<file path="src/rtl/shape_edge_seq.sv">
// shape_edge_seq: takes one decoded draw opcode and emits its edges one per
// valid/ready handshake as {start, end} vertex pairs for the rasteriser.
// Optional build macro SEQ_SKIP_DEGENERATE_EN: zero-length non-circle edges are
// dropped (one silent EMIT cycle each) instead of being emitted.
module shape_edge_seq #(
    parameter int unsigned X_W       = 10,
    parameter int unsigned Y_W       = 9,
    parameter int unsigned MAX_VERTS = 4,
    parameter int unsigned CNT_W     = $clog2(MAX_VERTS + 1)
) (
    input  logic                             clk,
    input  logic                             rst,
    input  logic                             op_valid,
    output logic                             op_ready,
    input  logic [1:0]                       op_kind,
    input  logic [CNT_W-1:0]                 op_nverts,
    input  logic [MAX_VERTS*(X_W+Y_W)-1:0]   op_verts,
    input  logic [15:0]                      op_color,
    input  logic                             op_fill,
    output logic                             seg_valid,
    input  logic                             seg_ready,
    output logic [X_W+Y_W-1:0]               seg_start,
    output logic [X_W+Y_W-1:0]               seg_end,
    output logic                             seg_circ,
    output logic [CNT_W-1:0]                 seg_idx,
    output logic [15:0]                      seg_color,
    output logic                             seg_fill,
    output logic                             op_done,
    output logic                             op_err
);

    localparam int unsigned PW = X_W + Y_W;

    localparam logic [1:0] KindLine = 2'd0;
    localparam logic [1:0] KindPoly = 2'd1;
    localparam logic [1:0] KindCirc = 2'd2;
    localparam logic [1:0] KindRsvd = 2'd3;

    typedef enum logic [1:0] {StIdle, StEmit, StDone} state_t;

    state_t                    state;
    logic [MAX_VERTS*PW-1:0]   verts_q;
    logic [CNT_W-1:0]          nedges_q;

    logic                      op_legal;
    logic [CNT_W-1:0]          op_edges;
    logic [PW-1:0]             first_start;
    logic [PW-1:0]             first_end;
    logic                      first_valid;
    logic [CNT_W-1:0]          nxt_idx;
    logic [CNT_W-1:0]          end_idx;
    logic [PW-1:0]             nxt_start;
    logic [PW-1:0]             nxt_end;
    logic                      nxt_valid;
    logic                      last_edge;
    logic                      advance;

    // Select vertex i from the packed vertex bus; out-of-range indices give 0.
    function automatic logic [PW-1:0] vert_at(input logic [MAX_VERTS*PW-1:0] v,
                                              input logic [CNT_W-1:0] i);
        logic [PW-1:0] r;
        r = '0;
        for (int k = 0; k < MAX_VERTS; k++) begin
            if (CNT_W'(k) == i) r = v[k*PW +: PW];
        end
        return r;
    endfunction

    // Opcode legality, edge count and the endpoints of the next edge.
    always_comb begin
        op_legal = 1'b1;
        if (op_kind == KindRsvd) begin
            op_legal = 1'b0;
        end else if (op_kind == KindPoly &&
                     (op_nverts < CNT_W'(3) || op_nverts > CNT_W'(MAX_VERTS))) begin
            op_legal = 1'b0;
        end
        op_edges    = (op_kind == KindPoly) ? op_nverts : CNT_W'(1);
        first_start = op_verts[PW-1:0];
        first_end   = op_verts[2*PW-1:PW];
        nxt_idx     = seg_idx + CNT_W'(1);
        // Closing edge of a polygon wraps its end vertex back to v0.
        end_idx     = (nxt_idx + CNT_W'(1) == nedges_q) ? '0 : nxt_idx + CNT_W'(1);
        nxt_start   = vert_at(verts_q, nxt_idx);
        nxt_end     = vert_at(verts_q, end_idx);
        last_edge   = (seg_idx == nedges_q - CNT_W'(1));
`ifdef SEQ_SKIP_DEGENERATE_EN
        // A suppressed edge sits in EMIT with seg_valid low and advances regardless.
        advance     = seg_ready || !seg_valid;
        first_valid = (op_kind == KindCirc) || (first_start != first_end);
        nxt_valid   = (nxt_start != nxt_end);
`else
        advance     = seg_ready;
        first_valid = 1'b1;
        nxt_valid   = 1'b1;
`endif
    end

    // Sequencer FSM; every output is a register.
    always_ff @(posedge clk) begin
        if (rst) begin
            state     <= StIdle;
            verts_q   <= '0;
            nedges_q  <= '0;
            op_ready  <= 1'b1;
            seg_valid <= 1'b0;
            seg_start <= '0;
            seg_end   <= '0;
            seg_circ  <= 1'b0;
            seg_idx   <= '0;
            seg_color <= '0;
            seg_fill  <= 1'b0;
            op_done   <= 1'b0;
            op_err    <= 1'b0;
        end else begin
            op_done <= 1'b0;
            op_err  <= 1'b0;
            unique case (state)
                StIdle: begin
                    if (op_valid) begin
                        verts_q   <= op_verts;
                        nedges_q  <= op_edges;
                        op_ready  <= 1'b0;
                        seg_color <= op_color;
                        seg_fill  <= op_fill;
                        seg_circ  <= (op_kind == KindCirc);
                        seg_idx   <= '0;
                        // Edge 0 is v0->v1 for every legal kind.
                        seg_start <= first_start;
                        seg_end   <= first_end;
                        if (op_legal) begin
                            state     <= StEmit;
                            seg_valid <= first_valid;
                        end else begin
                            state   <= StDone;
                            op_err  <= 1'b1;
                            op_done <= 1'b1;
                        end
                    end
                end
                StEmit: begin
                    if (advance) begin
                        if (last_edge) begin
                            state     <= StDone;
                            seg_valid <= 1'b0;
                            op_done   <= 1'b1;
                        end else begin
                            seg_idx   <= nxt_idx;
                            seg_start <= nxt_start;
                            seg_end   <= nxt_end;
                            seg_valid <= nxt_valid;
                        end
                    end
                end
                StDone: begin
                    state    <= StIdle;
                    op_ready <= 1'b1;
                end
                default: begin
                    state    <= StIdle;
                    op_ready <= 1'b1;
                end
            endcase
        end
    end

    // KindLine is implicit in the edge-count default; named here for readability.
    logic unused_kind_line;
    assign unused_kind_line = (KindLine == 2'd0);

endmodule

</file>
<file path="config.mk">
export PLATFORM = sky130hd
export DESIGN_NAME = shape_edge_seq
export DESIGN_NICKNAME = d
export VERILOG_FILES = /design/src/rtl/shape_edge_seq.sv
export SDC_FILE = /design/constraint.sdc
export NUM_CORES = 1
export LEC_CHECK = 0
export CAP_MARGIN = 30
export CORE_ASPECT_RATIO = 1.75
export CORE_MARGIN = 2
export CORE_UTILIZATION = 71
export CTS_BUF_LIST = sky130_fd_sc_hd__clkbuf_4 sky130_fd_sc_hd__clkbuf_8
export CTS_CLUSTER_SIZE = 14
export DETAILED_ROUTE_END_ITERATION = 7
export DONT_BUFFER_PORTS = 1
export GPL_TIMING_DRIVEN = 0
export PLACE_DENSITY = 0.87
export SETUP_SLACK_MARGIN = 0.02
export SYNTH_ARGS = -nofsm -noshare
export SYNTH_HDL_FRONTEND = slang
export SYNTH_SLANG_ARGS = --single-unit
</file>
<file path="constraint.sdc">
create_clock -name clk -period 6.65 [get_ports clk]
set_input_delay 0.9975 -clock clk [delete_from_list [all_inputs] [get_ports clk]]
set_output_delay 0.9975 -clock clk [all_outputs]
set_load 0.03 [all_outputs]
</file>
==> flow_metrics.py <==
metrics = {
    "layout": {
        "multi_input_area_um2": 3500,
        "area.sequential_um2": 2880,
        "n_antenna_cell": 0,
        "fillers": 687,
        "fin_cells": 1051,
        "final_core_util_pct": 78.8,
        "areaGrowthSynthToFinish_pct": 8.12,
        "drive_gt1_share_pct": 7.21,
        "finalNetCount": 1025,
    },
    "global_routing": {
        "grt_pass1_vias": 6960,
        "grt_max_degree": 17,
        "antenna_found_initial": 0,
        "grt_pass1_wl_um": 34800,
        "grt-ovfl-total": 0,
        "track_usage_pct": 43.0,
    },
    "clock_network": {
        "cts_setup_buffers": 0,
        "clk_path_buf_depth": 2,
        "clk_pin_slew_ns": 0.09,
        "cts_hold_buf": 0,
        "htreeDepth": 4,
        "cts_root_buf": "clkbuf_8",
        "cts_tree": "built",
        "ctsResizeCount": 0,
        "clock_latency_ns": 0.47,
        "cts_made_buffers": 17,
        "cts.sinks": 144,
    },
    "yosys": {
        "ys_seq_elements": 144,
        "netlist_area_um2": 6860,
        "yosysTopAreaCellShare_pct": 42.1,
        "avgSynthCellArea_um2": 7.64,
        "synth_fa_ha_area_share_pct": 1.28,
        "synth.distinct_cells": 46,
        "synthMuxAreaShare_pct": 0.310,
        "synth_edf_count": 0,
        "synth_top_family_by_area": "compound AO/OA/AOI/OAI gates",
        "synth.most_common_cell": "nand2_1",
        "ys_top_cells_by_area": "dfxtp_1, nand2_1, a21oi_1, o211ai_1, o21ai_0",
        "synth_top_flop_cell": "dfxtp_1",
        "yosys.area_share.simple_pct": 20.2,
        "yosys-top-cells-count": "nand2_1, dfxtp_1, a21oi_1",
        "ys_warn_count": 0,
        "synth_compound_area_share_pct": 28.1,
        "syn_inst": 897,
        "ys_seq_area_share_pct": 42.1,
        "async_flop_share_pct": 0,
        "synthXorXnorAreaFrac_pct": 1.22,
        "synth_top_area_cell": "dfxtp_1",
        "synth_nets": 1006,
    },
    "routing": {
        "via_per_inst": 6.65,
        "highest_layer": "met4",
        "first_pass_iters": 7,
        "drt_wl_total_um": 22900,
        "ant_nets": 0,
        "avgRoutedWirePerCell_um": 21.8,
        "wl_met3_um": 2390,
        "m1WireLength_um": 7740,
        "wl_met2_um": 11100,
        "drtIter0Drc": 929,
        "drcViolationCount": 0,
        "num_vias": 6989,
    },
    "power": {
        "power.density_nw_per_um2": 279,
        "totalPowerFinal_w": 0.00207,
        "clockPowerShare_pct": 34.3,
        "seqPwrFrac_pct": 50.8,
        "max-vdd-ir-drop_mv": 0.259,
        "p_leak_nw": 2.66,
        "p_sw_w": 0.000724,
        "pwr-share-comb_pct": 14.9,
        "p_int_w": 0.00135,
        "switching_share_pct": 35.0,
    },
    "sta": {
        "max_freq_mhz": 254,
        "fin_crit_ns": 3.93,
        "finalCritPeriodShare_pct": 59.1,
        "rsz0062_at_grt": "no",
        "hold_slack_ns": 0.479,
        "finalSetupTns_ns": 0,
        "hold_viol": 0,
        "worstMarginPinSlew_ns": 1.06,
        "slew_headroom_pct": 29.2,
        "finalMaxSlewViolations": 0,
        "clock_skew_ns": 0.0137,
        "report.final.setup_viol": 0,
    },
    "setup_path": {
        "worstSetupPathType": "flip-flop to flip-flop",
        "crit_path_end_kind": "flip-flop",
        "required_ns": 6.96,
        "startpoint_type": "flip-flop",
        "cp_max_fo": 10,
        "worstPathArrival_ns": 4.25,
    },
    "die": {
        "core_um2": 9410,
        "dieArea_um2": 10500,
        "io_pins": 165,
        "fp.dieW_um": 78.3,
        "initial_utilization_pct": 72.9,
        "num_rows": 47,
        "die_h_um": 134,
    },
    "placement": {
        "dp.cells": 1019,
        "place.gp.congestion": 0.992,
        "dp_hpwl_um": 17300,
        "port_buffers": 0,
    },
    "hold_path": {
        "holdCritPathClass": "flip-flop to flip-flop",
    },
    "outcome": {
        "status": "finished clean",
    },
    "run": {
        "maxCapViolCount": 0,
    },
}
flip-flops by register name (all words and copies together), names as in the netlist:
| name | count |
|---|---|
| op_err | 1 |
| seg_end | 19 |
| nedges_q | 3 |
| seg_fill | 1 |
| seg_circ | 1 |
| seg_start | 19 |
| op_done | 1 |
| seg_valid | 1 |
| verts_q | 76 |
| state | 2 |
| op_ready | 1 |
| seg_color | 16 |
| seg_idx | 3 |
per-stage QoR:
step,area [µm²],worst slack (ns)
after floorplan,6860,3.60
after global placement,7010,2.84
after detailed placement,7010,2.82
after CTS,7410,2.79
after global routing,7410,2.56
final,7410,2.72
layer usage:
layer,global-route usage [%],vias up
met1,44.7,3164
li1,-,3165
met3,10.6,127
met5,0,-
met4,33.3,0
met2,73.0,533
layout by cell type (no fill, tap or decap), types with 19 or more instances in the layout:
master and instances:
nand3b_1 19, o211ai_1 38, clkbuf_1 48, a21oi_1 116, o21bai_1 19, nand2_1 262
o221ai_1 19, nor2_1 26, o21ai_0 38, inv_1 26, dfxtp_1 144, a31oi_1 19
power by group through the flow:
| stage | Sequential, W | Combinational (W) | Clock, W |
|---|---|---|---|
| floorplan | 0.00105 | 0.000219 | 0 |
| detailed placement | 0.00107 | 0.000296 | 0 |
| global placement | 0.00106 | 0.000281 | 0 |
| finish | 0.00105 | 0.000308 | 0.000711 |
| CTS | 0.00105 | 0.000299 | 0.000702 |
| global route | 0.00106 | 0.000332 | 0.000731 |
worst paths after layout:
path | to | from | cells past startpoint | slack [ns]
hold / removal | verts_q[18]$_SDFFE_PP0P_ | verts_q[18]$_SDFFE_PP0P_ | 2 | 0.48
hold reg to reg | verts_q[18]$_SDFFE_PP0P_ | verts_q[18]$_SDFFE_PP0P_ | 2 | 0.48
setup / recovery | seg_end[17]$_SDFFE_PP0P_ | seg_idx[0]$_SDFFE_PP0P_ | 11 | 2.72
setup reg to reg | seg_end[17]$_SDFFE_PP0P_ | seg_idx[0]$_SDFFE_PP0P_ | 11 | 2.72
worst max-delay path: stages (launching register included):
cell and delay (ns):
dfxtp_1 0.73, ha_1 0.26, ha_1 0.24, inv_1 0.17, clkbuf_1 0.37, ha_1 0.37, xor2_1 0.20, a31oi_2 0.61
buf_2 0.35, o221ai_1 0.15, o211ai_1 0.17, a31oi_1 0.14
area by class of cell:
type	count	area share, %
tap	122	2.06
buffer	81	5.00
clock inverter	15	2.30
multi-input combinational	646	47.3
sequential	144	38.9
clock buffer	17	3.16
inverter	26	1.32
kinds of logic after synthesis:
group / count (synthesis)
XOR/XNOR: 6
flip-flops: 144
adder cells (fa/ha/maj): 7
AO/OA/AOI/OAI: 300
AND/OR/NAND/NOR: 331
buffers and inverters: 107
multiplexers: 2
(Power assumes the default switching activity.)
